==> src/rtl/simon_defs.sv <==
// Shared Simon game definitions: sequence-store state encodings and default sizes.
package simon_defs;

  typedef enum logic {
    ST_IDLE = 1'b0,
    ST_PLAY = 1'b1
  } seq_state_t;

  localparam int DEF_N_ELEMENTS = 64;
  localparam int DEF_ADDR_WIDTH = 6;
  localparam int DEF_DATA_WIDTH = 4;

endpackage

==> src/rtl/seq_ram.sv <==
// Sequence storage: reset-to-zero array, one write port, async playback read, registered check read.
module seq_ram
  import simon_defs::*;
#(
  parameter int DEPTH = DEF_N_ELEMENTS,
  parameter int AW    = DEF_ADDR_WIDTH,
  parameter int DW    = DEF_DATA_WIDTH
) (
  input  logic          clk,
  input  logic          rst,
  input  logic          we,
  input  logic [AW-1:0] waddr,
  input  logic [DW-1:0] wdata,
  input  logic [AW-1:0] raddr,
  output logic [DW-1:0] rdata,
  input  logic [AW-1:0] chk_addr,
  output logic [DW-1:0] chk_data
);

  logic [DW-1:0] mem [DEPTH];

  // Addresses past DEPTH (possible when DEPTH < 2**AW) read as zero.
  always_ff @(posedge clk) begin
    if (rst) begin
      for (int i = 0; i < DEPTH; i++) mem[i] <= '0;
      chk_data <= '0;
    end else begin
      if (we) mem[waddr] <= wdata;
      chk_data <= (32'(chk_addr) < DEPTH) ? mem[chk_addr] : '0;
    end
  end

  assign rdata = (32'(raddr) < DEPTH) ? mem[raddr] : '0;

endmodule

==> src/rtl/simon_seq_store.sv <==
// Simon sequence store: append-only colour list with valid/ready playback and a registered check port.
//
//   state   | meaning
//   --------+---------------------------------------------------------
//   ST_IDLE | waiting; appends accepted, play_start with len>0 starts
//   ST_PLAY | streaming mem[0..len-1], one entry per accepted transfer
module simon_seq_store
  import simon_defs::*;
#(
  parameter int N_ELEMENTS = DEF_N_ELEMENTS,
  parameter int ADDR_WIDTH = DEF_ADDR_WIDTH,
  parameter int DATA_WIDTH = DEF_DATA_WIDTH
) (
  input  logic                  clk,
  input  logic                  rst,
  input  logic                  clr,
  input  logic                  app_en,
  input  logic [DATA_WIDTH-1:0] app_data,
  output logic [ADDR_WIDTH:0]   len,
  output logic                  full,
  input  logic                  play_start,
  output logic                  play_valid,
  input  logic                  play_ready,
  output logic [DATA_WIDTH-1:0] play_data,
  output logic                  play_last,
  output logic                  busy,
  input  logic [ADDR_WIDTH-1:0] chk_addr,
  output logic [DATA_WIDTH-1:0] chk_data,
  output logic                  chk_oob
);

  localparam logic [ADDR_WIDTH:0] LEN_MAX = (ADDR_WIDTH + 1)'(N_ELEMENTS);
  localparam logic [ADDR_WIDTH:0] LEN_ONE = (ADDR_WIDTH + 1)'(1);

  seq_state_t            state, state_nxt;
  logic [ADDR_WIDTH-1:0] ptr, ptr_nxt;
  logic                  app_ok;
  logic                  xfer;

  assign full       = (len == LEN_MAX);
  assign busy       = (state == ST_PLAY);
  assign play_valid = busy;
  assign play_last  = busy && ({1'b0, ptr} == (len - LEN_ONE));
  assign xfer       = play_valid && play_ready;
  assign app_ok     = app_en && !full && (state == ST_IDLE) && !clr;

  always_ff @(posedge clk) begin
    if (rst) begin
      state <= ST_IDLE;
      ptr   <= '0;
    end else begin
      state <= state_nxt;
      ptr   <= ptr_nxt;
    end
  end

  always_comb begin
    state_nxt = state;
    ptr_nxt   = ptr;
    if (clr) begin
      state_nxt = ST_IDLE;
      ptr_nxt   = '0;
    end else begin
      case (state)
        ST_IDLE: begin
          if (play_start && (len != '0)) begin
            state_nxt = ST_PLAY;
            ptr_nxt   = '0;
          end
        end
        ST_PLAY: begin
          if (xfer) begin
            if (play_last) begin
              state_nxt = ST_IDLE;
              ptr_nxt   = '0;
            end else begin
              ptr_nxt = ptr + 1'b1;
            end
          end
        end
        default: begin
          state_nxt = ST_IDLE;
          ptr_nxt   = '0;
        end
      endcase
    end
  end

  // chk_oob compares against the pre-update length, matching chk_data's old-contents read.
  always_ff @(posedge clk) begin
    if (rst) begin
      len     <= '0;
      chk_oob <= 1'b0;
    end else begin
      if (clr)         len <= '0;
      else if (app_ok) len <= len + LEN_ONE;
      chk_oob <= ({1'b0, chk_addr} >= len);
    end
  end

  seq_ram #(
    .DEPTH (N_ELEMENTS),
    .AW    (ADDR_WIDTH),
    .DW    (DATA_WIDTH)
  ) u_ram (
    .clk      (clk),
    .rst      (rst),
    .we       (app_ok),
    .waddr    (len[ADDR_WIDTH-1:0]),
    .wdata    (app_data),
    .raddr    (ptr),
    .rdata    (play_data),
    .chk_addr (chk_addr),
    .chk_data (chk_data)
  );

endmodule

==> config.mk <==
export PLATFORM = sky130hd
export DESIGN_NAME = simon_seq_store
export DESIGN_NICKNAME = d
export VERILOG_FILES = /design/src/rtl/simon_defs.sv /design/src/rtl/seq_ram.sv /design/src/rtl/simon_seq_store.sv
export SDC_FILE = /design/constraint.sdc
export NUM_CORES = 1
export LEC_CHECK = 0
export BUFFER_PORTS_ARGS = -buffer_cell sky130_fd_sc_hd__buf_4
export CORE_MARGIN = 2
export CORE_UTILIZATION = 63
export DETAILED_ROUTE_END_ITERATION = 6
export PLACE_DENSITY = 0.77
export SYNTH_ARGS = -nofsm -noshare
export SYNTH_HDL_FRONTEND = slang
export SYNTH_SLANG_ARGS = --single-unit
==> constraint.sdc <==
create_clock -name clk -period 3.7 [get_ports clk]
set_clock_uncertainty 0.2 [all_clocks]
set_input_delay 0.74 -clock clk [delete_from_list [all_inputs] [get_ports clk]]
set_output_delay 0.74 -clock clk [all_outputs]
set_load 0.02 [all_outputs]
Word-level counts from Yosys, hierarchy flattened. Memories as Yosys holds them, arrays and structs flattened. A register that Yosys moved wholly into a read port is not among the register bits. Index checks and enable logic that the tools add are counted.

Register bits: 15. RAM bits: 256. Output and inout bits: 20. Memories kept: 1.

$add $sub $neg: 3. Order comparisons: 1. Equality and inequality tests: 4. Muxes and demuxes: 18. Bitwise logic cells: 1. Reduce and logical (&&, ||, !) cells: 12.

Memories: u_ram.mem (depth 64, width 4, read ports 2, clocked after memory_dff 2, wr ports 64, RTL line seq_ram.sv:20) `logic [DW-1:0] mem [DEPTH];`.

Operator list (count): $mux W6 (6); $pmux W6 S2 (1); $mux W1 (9); $add A7 B1 Y7 const B (1); $eq A6 B7 Y1 (1); $eq A7 B7 Y1 const B (1); $ge A6 B7 Y1 (1); $reduce_bool A7 Y1 (1); $sub A7 B1 Y7 const B (1); $add A6 B1 Y6 const B (1); $logic_and A1 B1 Y1 (6); $mux W4 (1); $ne A2 B1 Y1 const B (2); $reduce_or A4 Y1 (1); $logic_not A1 Y1 (2); $pmux W1 S2 (1); $reduce_and A2 Y1 (1); $reduce_or A2 Y1 (1); $not A1 Y1 (1).

Logic depth before layout (Yosys ltp).
Depth after elaboration: 10. Mapped depth: 11.

Hierarchy. Synthesis repeated with hierarchy kept, for this count alone.

Cell total of the unflattened synthesis: 1143. Area, all modules: 15667.5 µm².

By module, submodules not included: seq_ram (instances 1, cells each 1026, area each 14616.5 µm², seq. area each 7767.4 µm²); simon_seq_store (instances 1, cells each 117, area each 1051.0 µm², seq. area each 300.3 µm²).

Least setup slack after synthesis. No wires, ideal clock.

Path kind: reg-to-output. Start: reg len[0]. End: out play_last. Arrival: 2.148 ns. Required time: 2.760 ns. Path slack: 0.612 ns. Stages on the path, launching flop included: 9. Path buffers: 1. Cells stage by stage: dfxtp_1 > clkbuf_1 > inv_1 > ha_1 > xor2_1 > nand3_1 > nor4b_1 > o2111ai_1 > inv_1.

Cells in the longest elaborated chain, start to end: 3.

Ends and longest elaborated chain: from (decl) (RTL line simon_seq_store.sv:19) `output logic [ADDR_WIDTH:0] len,`; from (signal assigned) (RTL line simon_seq_store.sv:96) `else if (app_ok) len <= len + LEN_ONE;`; $sub A7 B1 Y7 (RTL line simon_seq_store.sv:43) `assign play_last = busy && ({1'b0, ptr} == (len - LEN_ONE));`; $eq A6 B7 Y1 (RTL line simon_seq_store.sv:43); $logic_and A1 B1 Y1 (RTL line simon_seq_store.sv:43); to (decl) (RTL line simon_seq_store.sv:25) `output logic play_last,`.

Every way passes these cells.

==> metrics.yaml <==
grt-ovfl-total: 0
core-area_um2: 24400
ys_warn_count: 0
postLayoutCoreUtil_pct: 72.6
place_congestion: 0.908
grt_max_degree: 69
mostFrequentLayoutCells: "256 x edfxtp_1, 145 x and2_1, 135 x mux4_2"
drt_first_pass_iters: 6
end_kind: "output pin"
syn_area_per_cell_um2: 13.9
antenna_found_initial: 0
regArea_um2: 8190
hp-class: "primary input to flop"
cts_buffer_depth: 3
wl_per_cell_um: 27.4
cts_inserted_buffers: 29
async_reset_ff_share_pct: 0
wl_mm: 40.8
final.setup.tns_ns: -0.201
syn_to_final_growth_pct: 12.9
final_common_cell: "edfxtp_1"
setup_ws_ns: -0.113
h-tree-depth: 1
ctsHoldBuffers: 0
die_w_um: 162
dr.max_layer_used: "met4"
numPlacedInstances: 1416
io_pins: 36
synth_seq_cells: 281
cp-start-kind: "flop"
insertion_delay_ns: 0.55
power_leakage_nw: 6.80
drv_slew: 0
finalNonFillerCells: 1487
fin_crit_sh_pct: 103
drc_errors: 0
violations: "setup timing"
hold_violations: 0
finalCriticalPeriod_ns: 3.81
yosysSeqAreaShare_pct: 52.2
criticalPathCategory: "flop to output pin"
num_vias: 10282
port_buffers: 35
clk_pin_slew_worst_paths_ns: 0.06
peakVddDrop_uv: 419
whs_ns: 0.299
cts_tree: "done"
multi_input_area_um2: 7080
cts.sinks: 281
wl_met1_mm: 15.3
grt_use_total_pct: 32.2
dieArea_um2: 26200
start_util_pct: 64.3
syn-instance-count: 1129
root_buffer: "clkbuf_16"
ant_nets: 0
rsz0062_at_grt: "yes"
setup_viol: 4
fillCellCount: 1586
syn-cell-area_um2: 15700
num_rows: 57
die_h_um: 162
crit_required_ns: 2.76
crit_path_max_fanout: 7
synth_fp_nets: 1155
wl_met2_mm: 19.6
wl_met3_mm: 4.08
powerDensity_nw_per_um2: 409
cp.arrival_ns: 2.87
via_per_inst: 6.91
dpl.hpwl_mm: 25.8
initialDrtViolationCount: 1216
grt_pass1_vias: 10308
antenna_cells: 0
max_cap_viol_count: 0
synth-edff-count: 256
drive_above_1_share_pct: 28.5
timing.fmax_mhz: 262
slew_headroom_pct: 27.3
status: "complete, but fails checks"
tightest_slew_ns: 1.09
synthFlopType: "edfxtp_1"
synth_cell_types: 49
nNetsFinal: 1167
grt_pass1_wl_mm: 62.6
dp_slack_ns: 0.320
-- flip-flops by register name, summed over array words and instances (netlist names), named ones only --
signal	count
len	7
u_ram.mem	256
u_ram.chk_data	4
ptr	6
busy	1
chk_oob	1
-- final timing paths --
path / from / to / slack, ns / depth (start not counted)
min reg2reg: ptr[5]$_SDFFE_PP0P_ / ptr[5]$_SDFFE_PP0P_ / 0.36 / 2
min: play_start / busy$_SDFF_PP0_ / 0.30 / 3
max reg2reg: busy$_SDFF_PP0_ / u_ram.mem[44][0]$_SDFFCE_PN0P_ / 0.81 / 6
max: flop / play_data[1] / -0.11 / 7
-- kinds of logic after synthesis --
| kind of cell | count (synthesis) | share of synthesized area, % |
|---|---|---|
| AO/OA/AOI/OAI | 81 | 3.69 |
| XOR/XNOR | 15 | 0.838 |
| adder cells (fa/ha/maj) | 10 | 0.798 |
| buffers and inverters | 120 | 3.40 |
| flip-flops | 281 | 52.2 |
| multiplexers | 169 | 22.7 |
| AND/OR/NAND/NOR | 453 | 16.4 |
-- critical path, cell delays in order, from the launching register on --
cell     delay [ns]
dfxtp_4        0.46
buf_12         0.17
mux4_2         0.54
mux4_2         0.53
mux2_4         0.30
nand2_4        0.08
o21ai_4        0.07
buf_6          0.15
-- cells in the mapped netlist (all sizes together) (2+ instances only) --
cell type	number	share of area (%)
a21o	30	1.4
o21ai	11	0.35
inv	7	0.17
xnor2	8	0.45
mux2	2	0.14
a31oi	4	0.16
mux2i	22	1.4
and2	145	5.8
nand2	27	0.65
or2	38	1.5
o2111ai	5	0.28
a211oi	3	0.14
mux4	145	21
o221ai	2	0.11
ha	10	0.80
clkinv	3	0.072
nand3	23	0.73
or3	3	0.12
a32oi	2	0.11
edfxtp	256	49
nand4	5	0.20
nor2b	15	0.60
dfxtp	25	3.2
and3	113	4.5
nand2b	4	0.16
nor3	11	0.35
a21oi	7	0.22
xor2	7	0.39
a22oi	8	0.38
nor2	64	1.5
a2111oi	5	0.28
clkbuf	82	2.0
buf	28	1.2
-- per-layer routing --
layer,vias to the layer above,track usage (%)
met5,-,0
met2,635,52.1
li1,4378,-
met4,0,12.8
met3,118,5.29
met1,5151,44.3
-- final cells by class --
class | count | area share [%]
clock buffers | 36 | 4.36
clock inverters | 17 | 1.26
inverters | 10 | 0.212
multi-input cells | 728 | 40.0
flip-flops and latches | 281 | 46.3
well taps | 324 | 2.29
repair buffers | 91 | 5.61
-- where the power goes --
part           leakage [nW]  switching [mW]  internal, mW
Sequential             2.85          0.0637          3.56
Combinational          3.48           0.297         0.241
Clock                 0.474            1.25          1.83
Total                  6.80            1.61          5.63
-- per-stage QoR --
| stage | total power [mW] | instance area [µm²] |
|---|---|---|
| 2_1_floorplan | 4.02 | 15700 |
| 3_3_place_gp | 4.19 | 16300 |
| 3_5_place_dp | 4.20 | 16300 |
| 4_1_cts | 7.22 | 17600 |
| 5_1_grt | 7.41 | 17700 |
| 6_report | 7.23 | 17700 |
-- what timing repair did --
action,CTS,global route
pin swaps,6,0
gates resized for setup,23,15
setup endpoints to repair,4,5
gates cloned,5,0
setup buffers,12,1
(Power assumes the default switching activity.)
